## src/rtl/am_sample_scheduler_pkg.sv

```systemverilog
// Shared constants, state encoding and width helpers for the AM sample scheduler.
package am_sample_scheduler_pkg;

    localparam int unsigned AM_PWM_STEPS_DEF         = 100;
    localparam int unsigned AM_CLKS_IN_PWM_STEPS_DEF = 1;

    typedef enum logic [1:0] {
        ST_IDLE  = 2'd0,
        ST_PRIME = 2'd1,
        ST_RUN   = 2'd2
    } sched_state_e;

    function automatic int unsigned duty_w(input int unsigned steps);
        return $clog2(steps + 1);
    endfunction

    // Counter width that stays legal for a modulus of 1.
    function automatic int unsigned ctr_w(input int unsigned modulus);
        return (modulus > 1) ? $clog2(modulus) : 1;
    endfunction

endpackage

```

## src/rtl/am_sample_scheduler_sample_fifo.sv

```systemverilog
// First-word fall-through sample FIFO with synchronous flush.
module am_sample_scheduler_sample_fifo
    import am_sample_scheduler_pkg::*;
#(
    parameter int unsigned WIDTH = 8,
    parameter int unsigned DEPTH = 8,
    localparam int unsigned LEVEL_W = $clog2(DEPTH + 1)
) (
    input  logic               clk,
    input  logic               rst,
    input  logic               push,
    input  logic               pop,
    input  logic               flush,
    input  logic [WIDTH-1:0]   din,
    output logic [WIDTH-1:0]   dout,
    output logic [LEVEL_W-1:0] level,
    output logic               full,
    output logic               empty
);

    localparam int unsigned AW = ctr_w(DEPTH);

    logic [WIDTH-1:0]   mem_q [DEPTH];
    logic [AW-1:0]      wr_ptr_q, wr_ptr_d;
    logic [AW-1:0]      rd_ptr_q, rd_ptr_d;
    logic [LEVEL_W-1:0] level_q, level_d;
    logic               do_push, do_pop;

    assign full    = (level_q == LEVEL_W'(DEPTH));
    assign empty   = (level_q == '0);
    assign level   = level_q;
    assign dout    = mem_q[rd_ptr_q];
    assign do_push = push && !full;
    assign do_pop  = pop && !empty;

    // Pointer/level update; flush wins over any concurrent push or pop.
    always_comb begin
        wr_ptr_d = wr_ptr_q;
        rd_ptr_d = rd_ptr_q;
        level_d  = level_q;
        if (flush) begin
            wr_ptr_d = '0;
            rd_ptr_d = '0;
            level_d  = '0;
        end else begin
            if (do_push) wr_ptr_d = wr_ptr_q + AW'(1);
            if (do_pop)  rd_ptr_d = rd_ptr_q + AW'(1);
            case ({do_push, do_pop})
                2'b10:   level_d = level_q + LEVEL_W'(1);
                2'b01:   level_d = level_q - LEVEL_W'(1);
                default: level_d = level_q;
            endcase
        end
    end

    always_ff @(posedge clk) begin
        if (rst) begin
            wr_ptr_q <= '0;
            rd_ptr_q <= '0;
            level_q  <= '0;
        end else begin
            wr_ptr_q <= wr_ptr_d;
            rd_ptr_q <= rd_ptr_d;
            level_q  <= level_d;
        end
    end

    always_ff @(posedge clk) begin
        if (do_push) mem_q[wr_ptr_q] <= din;
    end

endmodule

```

## src/rtl/am_sample_scheduler.sv

```systemverilog
// Feeds buffered, scaled amplitude samples to the AM PWM modulator, changing
// the duty word only on PWM frame boundaries.
module am_sample_scheduler
    import am_sample_scheduler_pkg::*;
#(
    parameter int unsigned AM_PWM_STEPS         = AM_PWM_STEPS_DEF,
    parameter int unsigned AM_CLKS_IN_PWM_STEPS = AM_CLKS_IN_PWM_STEPS_DEF,
    parameter int unsigned SAMPLE_W             = 8,
    parameter int unsigned FIFO_DEPTH           = 8,
    parameter int unsigned PRIME_LEVEL          = 4,
    parameter int unsigned FRAMES_PER_SAMPLE    = 4,
    localparam int unsigned DUTY_W  = duty_w(AM_PWM_STEPS),
    localparam int unsigned LEVEL_W = $clog2(FIFO_DEPTH + 1)
) (
    input  logic                clk,
    input  logic                rst,
    input  logic                en,
    input  logic [SAMPLE_W-1:0] s_data,
    input  logic                s_valid,
    output logic                s_ready,
    output logic [DUTY_W-1:0]   duty,
    output logic                duty_valid,
    output logic                frame_start,
    output logic                underrun,
    input  logic                clr_underrun,
    output logic [LEVEL_W-1:0]  level
);

    localparam int unsigned FRAME_LEN = AM_PWM_STEPS * AM_CLKS_IN_PWM_STEPS;
    localparam int unsigned CNT_W     = ctr_w(FRAME_LEN);
    localparam int unsigned SPF_W     = ctr_w(FRAMES_PER_SAMPLE);
    localparam int unsigned PROD_W    = SAMPLE_W + DUTY_W;
    localparam logic [DUTY_W-1:0] IDLE_DUTY = DUTY_W'(AM_PWM_STEPS / 2);

    sched_state_e        state_q, state_d;
    logic [CNT_W-1:0]    cnt_q, cnt_d;
    logic [SPF_W-1:0]    spf_q, spf_d;
    logic [DUTY_W-1:0]   duty_q, duty_d;
    logic                dv_q, dv_d;
    logic                ur_q, ur_d;
    logic                ur_set;

    logic                boundary, due;
    logic [PROD_W-1:0]   prod;
    logic [DUTY_W-1:0]   scaled;

    logic                fifo_push, fifo_pop, fifo_flush;
    logic                fifo_full, fifo_empty;
    logic [SAMPLE_W-1:0] fifo_dout;
    logic [LEVEL_W-1:0]  fifo_level;

    am_sample_scheduler_sample_fifo #(
        .WIDTH (SAMPLE_W),
        .DEPTH (FIFO_DEPTH)
    ) u_fifo (
        .clk   (clk),
        .rst   (rst),
        .push  (fifo_push),
        .pop   (fifo_pop),
        .flush (fifo_flush),
        .din   (s_data),
        .dout  (fifo_dout),
        .level (fifo_level),
        .full  (fifo_full),
        .empty (fifo_empty)
    );

    // Disabling drains the buffer at once so a re-enable always re-primes fresh data.
    assign s_ready     = !rst && en && !fifo_full;
    assign fifo_push   = s_valid && s_ready;
    assign fifo_flush  = !en;
    assign frame_start = !rst && (cnt_q == '0);
    assign duty        = duty_q;
    assign duty_valid  = dv_q;
    assign underrun    = ur_q;
    assign level       = fifo_level;

    always_comb begin
        boundary = (cnt_q == CNT_W'(FRAME_LEN - 1));
        cnt_d    = boundary ? '0 : cnt_q + CNT_W'(1);
        due      = (spf_q == SPF_W'(FRAMES_PER_SAMPLE - 1));
        prod     = PROD_W'(fifo_dout) * PROD_W'(AM_PWM_STEPS);
        scaled   = DUTY_W'(prod >> SAMPLE_W);
    end

    always_comb begin
        state_d  = state_q;
        duty_d   = duty_q;
        dv_d     = 1'b0;
        fifo_pop = 1'b0;
        ur_set   = 1'b0;
        spf_d    = spf_q;
        if (boundary) begin
            spf_d = due ? '0 : spf_q + SPF_W'(1);
            case (state_q)
                ST_IDLE: begin
                    if (en) begin
                        state_d = ST_PRIME;
                        duty_d  = IDLE_DUTY;
                        dv_d    = 1'b1;
                    end
                end
                ST_PRIME: begin
                    if (!en) begin
                        state_d = ST_IDLE;
                        duty_d  = '0;
                        dv_d    = 1'b1;
                    end else if (fifo_level >= LEVEL_W'(PRIME_LEVEL)) begin
                        state_d  = ST_RUN;
                        fifo_pop = 1'b1;
                        duty_d   = scaled;
                        dv_d     = 1'b1;
                        spf_d    = '0;
                    end
                end
                ST_RUN: begin
                    if (!en) begin
                        state_d = ST_IDLE;
                        duty_d  = '0;
                        dv_d    = 1'b1;
                    end else if (due && !fifo_empty) begin
                        fifo_pop = 1'b1;
                        duty_d   = scaled;
                        dv_d     = 1'b1;
                    end else if (due) begin
                        // Starved: fall back to the bare carrier and re-prime.
                        ur_set  = 1'b1;
                        duty_d  = IDLE_DUTY;
                        dv_d    = 1'b1;
                        state_d = ST_PRIME;
                    end
                end
                default: begin
                    state_d = ST_IDLE;
                    duty_d  = '0;
                end
            endcase
        end
        ur_d = ur_set || (ur_q && !clr_underrun);
    end

    always_ff @(posedge clk) begin
        if (rst) begin
            state_q <= ST_IDLE;
            cnt_q   <= '0;
            spf_q   <= '0;
            duty_q  <= '0;
            dv_q    <= 1'b0;
            ur_q    <= 1'b0;
        end else begin
            state_q <= state_d;
            cnt_q   <= cnt_d;
            spf_q   <= spf_d;
            duty_q  <= duty_d;
            dv_q    <= dv_d;
            ur_q    <= ur_d;
        end
    end

endmodule

```

## config.mk

```make
export PLATFORM = sky130hd
export DESIGN_NAME = am_sample_scheduler
export DESIGN_NICKNAME = d
export VERILOG_FILES = /design/src/rtl/am_sample_scheduler_pkg.sv /design/src/rtl/am_sample_scheduler_sample_fifo.sv /design/src/rtl/am_sample_scheduler.sv
export SDC_FILE = /design/constraint.sdc
export NUM_CORES = 1
export LEC_CHECK = 0
export BUFFER_PORTS_ARGS = -buffer_cell sky130_fd_sc_hd__buf_2
export CORE_MARGIN = 2
export CORE_UTILIZATION = 45
export CTS_CLUSTER_DIAMETER = 50
export DETAILED_ROUTE_END_ITERATION = 8
export PLACE_DENSITY_LB_ADDON = 0.25
export SLEW_MARGIN = 20
export SYNTH_ARGS = -nofsm -noshare
export SYNTH_HDL_FRONTEND = slang
export SYNTH_SLANG_ARGS = --single-unit
```

## constraint.sdc

```tcl
create_clock -name clk -period 5.1 [get_ports clk]
set_input_delay 1.02 -clock clk [delete_from_list [all_inputs] [get_ports clk]]
set_output_delay 1.02 -clock clk [all_outputs]
set_load 0.01 [all_outputs]
```

== Word-level counts from Yosys, hierarchy flattened ==
Memories as Yosys holds them, arrays and structs flattened. A register that Yosys moved wholly into a read port is not among the register bits.
Index checks and enable logic that the tools add are counted.

* Memories kept: 1
* Register bits: 30
* Bits in writable memories: 64
* Output and inout port bits: 15

* Eq/ne operators: 12
* Order comparisons: 1
* Reductions and logical operators: 22
* Bitwise gates (word level): 2
* Muxes and demuxes: 39
* Add/subtract/negate cells: 6
* Multiply operators: 1

{| class="wikitable"
|+ Memories
! memory !! words !! bits a word !! read ports !! clocked after memory_dff !! write ports !! line !! text
|-
| u_fifo.mem_q || 8 || 8 || 1 || 1 || 1 || am_sample_scheduler_sample_fifo.sv:23 || <nowiki>logic [WIDTH-1:0] mem_q [DEPTH];</nowiki>
|}

{| class="wikitable"
|+ Operator list
! kind !! count
|-
| 7-bit 2-to-1 mux || 6
|-
| 7-bit case mux with 3 select lines || 1
|-
| 2-bit 2-to-1 mux || 10
|-
| 1-bit 2-to-1 mux || 16
|-
| 8-bit by 5-bit multiplier with 13-bit output (second input constant) || 1
|-
| 3-bit != test (second input constant) || 3
|-
| 1-bit logical AND || 8
|-
| 4-bit case mux with 2 select lines || 1
|-
| 7-bit by 1-bit adder with 7-bit output (second input constant) || 1
|-
| 7-bit equality test (second input constant) || 1
|-
| 7-bit zero test || 1
|-
| 3-bit by 1-bit adder with 3-bit output (second input constant) || 2
|-
| 2-bit equality test (second input constant) || 3
|-
| 3-bit 2-to-1 mux || 2
|-
| 2-bit case mux with 3 select lines || 1
|-
| 2-bit OR reduction || 3
|-
| 5-bit AND reduction || 1
|-
| 4-bit by 1-bit adder with 4-bit output (second input constant) || 1
|-
| 2-bit by 1-bit equality test with 1-bit output (second input constant) || 2
|-
| 4-bit equality test (second input constant) || 1
|-
| 4-bit by 3-bit greater-or-equal comparator with 1-bit output (second input constant) || 1
|-
| 1-bit zero test || 4
|-
| 4-bit zero test || 1
|-
| 4-bit != test (second input constant) || 1
|-
| 10 further kinds || 11
|}

== Depth between registers and ports, before layout ==
Gate-level depths: netlist (run 1).

* Word-level depth: 10
* Depth in mapped cells: 14
* Depth with buffers taken out: 12

== Hierarchy ==
A second synthesis (run 1) with hierarchy kept.

* Cell total of the unflattened synthesis: 355
* Area total of the unflattened synthesis: 4,863.4 um2

{| class="wikitable"
|+ Modules (own cells, without submodules)
! module !! area each (um2) !! cells each !! instances
|-
| am_sample_scheduler_sample_fifo || 3,163.0 || 169 || 1
|-
| am_sample_scheduler || 1,700.4 || 186 || 1
|}

== Least setup slack after synthesis (run 1) ==
No wires, ideal clock.

* Kind: register -> register
* Start: register (tool-made name)
* End: register duty_q[5], in the netlist duty[5]
* Arrival time: 3.988 ns
* Cell stages (with the launch flop): 15
* Path slack: 0.983 ns
* Setup time: 0.129 ns
* Required time: 4.971 ns
* Path buffers: 2
* Cells stage by stage: dfxtp_1 -> buf_6 -> buf_2 -> mux4_2 -> mux2_2 -> ha_1 -> ha_1 -> fa_1 -> ha_1 -> and2_1 -> o21ai_0 -> a311oi_1 -> or3_1 -> a21oi_1 -> o22ai_1

{| class="wikitable"
|+ RTL lines
! item !! line !! text
|-
| end signal, assigned || am_sample_scheduler.sv:154 || <nowiki>duty_q <= duty_d;</nowiki>
|-
| end, declared || am_sample_scheduler.sv:38 || <nowiki>logic [DUTY_W-1:0] duty_q, duty_d;</nowiki>
|}

==> flow_metrics.py, run 1 <==
metrics = {
    "worst_setup_path": {
        "r2r_cells": 13,
        "r2r_slack_ps": 730,
        "cpMostUsedCell": "ha_1",
        "critPathSlowestCell": "dfxtp_1",
        "crit_path_end_kind": "register",
        "startpoint_type": "register",
        "criticalPathCategory": "reg2reg",
        "required_ps": 5330,
        "cp_max_fo": 10,
        "critical_path.top_delay_family": "adder cells",
        "slowest_delay_ps": 720,
        "r2r-end": "duty[5]$_SDFFE_PP0P_",
        "crit_chain": "buf_4 > mux4_2 > mux2_2 > ha_1 > ha_1 > fa_1 > ha_1 > and2_1 > o21ai_0 > a311oi_1 > or3_1 > a21oi_1 > o22ai_1",
        "crit_buf_inv": 1,
        "critPathArrivalTime_ps": 4610,
    },
    "timing": {
        "fin_crit_ps": 4374,
        "rsz0062_at_grt": "false",
        "max_freq_mhz": 228.6,
        "hold_viol": 0,
        "slew_viol_final": 0,
        "setup_viol": 0,
        "finalCritPeriodShare_pct": 85.77,
        "finClkSkew_ps": 15.53,
        "relSlewSlack_pct": 37.06,
        "setup_tns_ps": 0,
        "worstMarginPinSlew_ps": 940.6,
    },
    "power": {
        "p_comb_share_pct": 6.0,
        "switching_power_w": 0.0003328,
        "ir_worst_vdd_v": 0.0001768,
        "power.share.sequential_pct": 58.3,
        "clkPwrFrac_pct": 35.7,
        "p_int_w": 0.001113,
        "power_density_mw_per_mm2": 283.4,
        "p_leak_nw": 1.866,
        "switching_share_pct": 23.01,
    },
    "die": {
        "fp-row-count": 36,
        "io_pins": 28,
        "core_sq_mm": 0.009864,
        "start_util_pct": 46.66,
        "die_w_um": 105.1,
        "fp.dieH_um": 105.1,
        "die_area_sq_mm": 0.01105,
    },
    "layout": {
        "multi_input_area_sq_mm": 0.001904,
        "final_nets": 435,
        "antenna_cells": 0,
        "n_fill_cell": 845,
        "regArea_sq_mm": 0.002582,
        "drive_gt1_share_pct": 19.17,
        "final_cells": 519,
        "syn_to_final_growth_pct": 10.87,
    },
    "min_path": {
        "hold_end": "spf_q[1]$_SDFFE_PP0N_",
        "min_path_cells": 2,
        "min_from": "spf_q[1]$_SDFFE_PP0N_",
        "hold_class": "reg2reg",
    },
    "global_route": {
        "track_usage_pct": 15.45,
        "grt_max_degree": 24,
        "grt_pass1_wl_mm": 13.07,
        "overflow": 0,
        "grt_antenna_before_repair": 0,
        "grt_pass1_vias": 2595,
    },
    "logic_synthesis": {
        "netlist_area_sq_mm": 0.004603,
        "yosys.area.top_type": "edfxtp_1",
        "synth_edf_count": 64,
        "ys.warnings.count": 0,
        "synthTopCellsByCount": "edfxtp_1 (64), ha_1 (38), nor2_1 (36)",
        "synth_top_area_share_pct": 41.75,
        "postSynthCellCount": 349,
        "synth_seq_cells": 97,
        "async_reset_ff_share_pct": 0,
        "synth-main-ff-cell": "edfxtp_1",
        "synthesis.nets": 403,
        "yosysMostFrequentCell": "edfxtp_1",
        "syn_area_per_cell_sq_um": 13.19,
        "synth_area_leaders": "edfxtp_1 (42%), dfxtp_1 (14%), ha_1 (10%)",
        "synth_cell_types": 48,
        "yosysSeqAreaShare_pct": 56.10,
    },
    "routing": {
        "wire_per_inst_um": 15.65,
        "drc": 0,
        "ant_nets": 0,
        "avgViaCountPerCell": 5.337,
        "drt-total-wl_mm": 8.123,
        "vias": 2770,
        "dr.pass1.iters": 4,
        "first_iter_violations": 172,
    },
    "cts": {
        "clockBufferDepth": 2,
        "clk-insertion-delay-late_ps": 370,
        "path_clk_slew_ps": 90,
        "cts_tree": "done",
        "cts-root-buf": "clkbuf_8",
        "cts.sinks": 97,
        "h-tree-depth": 3,
        "holdBufCountCts": 0,
        "cts_made_buffers": 9,
        "cts-resized-gates": 0,
        "post-cts-setup-buffers": 0,
    },
    "placed_design": {
        "dp_cells": 503,
        "hpwlAfterDp_mm": 5.879,
        "gp_congestion": 0.8015,
        "io_buffers": 27,
    },
    "outcome": {
        "status": "completed",
    },
    "flow_run": {
        "drv_cap": 0,
    },
}
==> cells in the final DEF, fill, tap and decap left out, types with 5 or more instances in the layout <==
cell / instances
nor3_1: 10
a21oi_1: 15
nor2_1: 36
ha_1: 38
buf_4: 5
xnor2_1: 6
xor2_1: 11
buf_2: 27
nand2b_1: 6
nand2_1: 14
mux4_2: 16
clkbuf_8: 9
edfxtp_1: 64
o21ai_1: 5
dfxtp_1: 33
mux2_2: 6
inv_1: 19
==> power groups by stage <==
stage / Clock [W] / Combinational [W] / Sequential (W)
6_report: 0.000516 / 0.0000867 / 0.000843
3_5_place_dp: 0 / 0.0000880 / 0.000862
3_3_place_gp: 0 / 0.0000853 / 0.000861
2_1_floorplan: 0 / 0.0000616 / 0.000860
5_1_grt: 0.000560 / 0.0000997 / 0.000844
4_1_cts: 0.000526 / 0.0000882 / 0.000844
==> registers in the layout, indices dropped and copies added, names as in the netlist, named ones only <==
name	count
u_fifo.mem_q	64
spf_q	2
u_fifo.rd_ptr_q	3
underrun	1
state_q	2
duty_valid	1
cnt_q	7
duty	7
u_fifo.level	4
u_fifo.wr_ptr_q	3
==> worst register-to-register path: stages, from the launching register on <==
cell      delay (ps)
dfxtp_1          720
buf_4            260
mux4_2           490
mux2_2           290
ha_1             180
ha_1             300
fa_1             480
ha_1             350
and2_1           170
o21ai_0          280
a311oi_1         180
or3_1            330
a21oi_1          150
o22ai_1           70
==> layer usage <==
metal  global-route usage (%)  vias up  wire [um]
li1                         -     1360          -
met1                    20.50     1353       3815
met4                    6.190        0        132
met5                        0        -          0
met3                    3.119       12        277
met2                    24.91       45       3899
==> cell type report <==
type / count / area share (%)
multi-input cells: 222 / 37.31
inverters: 19 / 1.397
clock buffers: 9 / 2.427
clock inverters: 7 / 1.618
repair buffers: 32 / 3.383
flip-flops and latches: 97 / 50.60
well taps: 133 / 3.261
==> cell families (layout without fill, tap and decap cells) <==
group	Yosys count	count (layout)	share of synthesized area (%)
xor+xnor	17	17	3.235
mux	27	27	10.49
simple gates	94	94	10.11
fa+ha+maj	41	41	11.63
compound gates	43	43	5.790
flops	97	97	56.10
buf+inv	30	67	2.636
==> through the flow <==
step	util [%]	cell area (sq um)	hold slack, ps	power, W	setup slack, ps
after floorplan	-	4603	435.6	0.0009220	982.6
after global placement	49.64	4897	442.9	0.0009466	756.8
after detailed placement	49.64	4897	472.0	0.0009496	683.4
after CTS	51.74	5104	485.9	0.001458	683.6
after global routing	51.74	5104	503.4	0.001504	422.0
final	51.74	5104	482.0	0.001446	725.7
==> worst max-delay path by stage <==
stage / slack (ps) / to / cells after the start
after detailed placement: 680 / duty[5]$_SDFFE_PP0P_ / 13
final: 730 / duty[5]$_SDFFE_PP0P_ / 13
after global placement: 760 / duty[5]$_SDFFE_PP0P_ / 13
after floorplan: 980 / duty[5]$_SDFFE_PP0P_ / 14
after global routing: 420 / duty[5]$_SDFFE_PP0P_ / 13
after CTS: 680 / duty[5]$_SDFFE_PP0P_ / 13
(Power assumes the default switching activity.)
==> run 2, diff against run 1 <==
CORE_UTILIZATION = 60   (was 45)
RECOVER_POWER = 25   (was unset)
==> flow_metrics.py, run 2 (same netlist as run 1, synthesis figures left out) <==
metrics = {
    "timing": {
        "holdWs_ps": 470.5,
        "finClkSkew_ps": 14.35,
        "max_freq_mhz": 242.0,
        "fin_crit_ps": 4132,
        "worstMarginPinSlew_ps": 954.4,
        "setup_tns_ps": 0,
        "setup_viol": 0,
        "finalCritPeriodShare_pct": 81.01,
        "rsz0062_at_grt": "false",
        "slew_viol_final": 0,
        "hold_viol": 0,
        "relSlewSlack_pct": 36.14,
    },
    "worst_setup_path": {
        "slowest_delay_ps": 520,
        "crit_path_end_kind": "register",
        "required_ps": 5350,
        "cpMostUsedCell": "ha_1",
        "criticalPathCategory": "reg2reg",
        "startpoint_type": "register",
        "cp_max_fo": 8,
        "critPathArrivalTime_ps": 4380,
        "crit_chain": "buf_4 > mux4_2 > mux2_4 > ha_1 > ha_1 > fa_1 > ha_1 > and2_1 > o21ai_0 > a311oi_1 > or3_1 > a21oi_1 > o22ai_1",
        "critPathSlowestCell": "mux4_2",
    },
    "global_route": {
        "grt_antenna_before_repair": 0,
        "grt_pass1_vias": 2779,
        "grt_pass1_wl_mm": 13.68,
        "track_usage_pct": 21.27,
        "grt_max_degree": 24,
        "overflow": 0,
    },
    "layout": {
        "syn_to_final_growth_pct": 9.731,
        "final_cells": 485,
        "largest_register_ffs": 64,
        "drive_gt1_share_pct": 17.62,
        "antenna_cells": 0,
        "final_cell_mix": "edfxtp_1 (64), ha_1 (38), nor2_1 (36), dfxtp_1 (33), buf_2 (21)",
        "stdcell_area_sq_mm": 0.005051,
        "final_common_cell": "edfxtp_1",
        "n_fill_cell": 494,
        "top_register": "u_fifo.mem_q",
        "final_nets": 435,
    },
    "die": {
        "start_util_pct": 62.79,
        "die_w_um": 91.59,
        "core_sq_mm": 0.007331,
        "io_pins": 28,
        "die_area_sq_mm": 0.008389,
        "fp.dieH_um": 91.59,
        "fp-row-count": 31,
    },
    "power": {
        "ir_worst_vdd_v": 0.0002474,
        "power_w": 0.001425,
        "p_leak_nw": 1.841,
        "power_density_mw_per_mm2": 282.2,
    },
    "routing": {
        "ant_nets": 0,
        "drt-total-wl_mm": 8.309,
        "avgViaCountPerCell": 5.771,
        "wire_per_inst_um": 17.13,
        "vias": 2799,
        "drc": 0,
        "dr.pass1.iters": 4,
        "first_iter_violations": 165,
    },
    "cts": {
        "cts.sinks": 97,
        "post-cts-setup-buffers": 0,
        "holdBufCountCts": 0,
        "cts-resized-gates": 0,
        "cts_tree": "done",
        "cts-root-buf": "clkbuf_8",
        "path_clk_slew_ps": 100,
        "clk-insertion-delay-late_ps": 360,
        "h-tree-depth": 3,
        "clockBufferDepth": 2,
        "cts_made_buffers": 9,
    },
    "flow_run": {
        "drv_cap": 0,
    },
    "min_path": {
        "hold_class": "reg2reg",
    },
    "placed_design": {
        "hpwlAfterDp_mm": 5.871,
        "gp_congestion": 0.8483,
        "io_buffers": 27,
        "dpl-instance-area_sq_mm": 0.004850,
        "dp_cells": 469,
    },
    "outcome": {
        "status": "completed",
    },
}
run 2: cell count changes in the layout (fill, tap and decap cells not counted), sizes merged:
cell	delta
clkinv	+1
bufinv	-1
clkbuf	+6
inv	-1
buf	-6
clkinvlp	+1
run 2: layer usage:
layer | part of all wire (%) | GRT usage, % | vias up | routed length, um
met5 | 0 | 0 | - | 0
met4 | 1.6 | 4.672 | 0 | 129
met3 | 4.0 | 5.145 | 13 | 335
met2 | 48 | 34.13 | 61 | 4008
met1 | 46 | 29.77 | 1369 | 3835
li1 | - | - | 1356 | -
run 2: final timing paths:
check | from | to | slack (ps) | depth (start not counted)
worst max-delay path | register | duty[5]$_SDFFE_PP0P_ | 970 | 13
worst min-delay path | spf_q[1]$_SDFFE_PP0N_ | spf_q[1]$_SDFFE_PP0N_ | 470 | 2
worst max register to register | register | duty[5]$_SDFFE_PP0P_ | 970 | 13
worst min register to register | spf_q[1]$_SDFFE_PP0N_ | spf_q[1]$_SDFFE_PP0N_ | 470 | 2
run 2: power breakdown:
part | leakage [nW] | internal [W] | switching [W]
Sequential | 0.843 | 0.000840 | 0.00000347
Combinational | 0.897 | 0.0000368 | 0.0000495
Clock | 0.101 | 0.000196 | 0.000299
run 2: stage by stage:
step | worst slack [ps] | util [%]
floorplan | 982.6 | -
global placement | 1061 | 66.15
detailed placement | 959.6 | 66.15
CTS | 952.4 | 69.00
global route | 668.1 | 68.90
finish | 968.4 | 68.90
run 2: layout make-up:
class                      count  area [sq um]  share of cell area [%]
sequential                    97          2582                   51.13
multi-input combinational    222          1899                   37.60
timing repair buffer          32         165.2                   3.270
clock buffer                   9         123.9                   2.452
tap                           99         123.9                   2.452
clock inverter                 7         85.08                   1.684
inverter                      19         71.32                   1.412
run 2: critical path: cells and delay by family (launching register included):
family                     cells  cell delay (ps)
DFF                            1              350
AOI/OAI and AO/OA              4              670
and+or+nand+nor                2              500
muxes                          2              820
buffers and inverters          1              210
adders and majority gates      4             1470
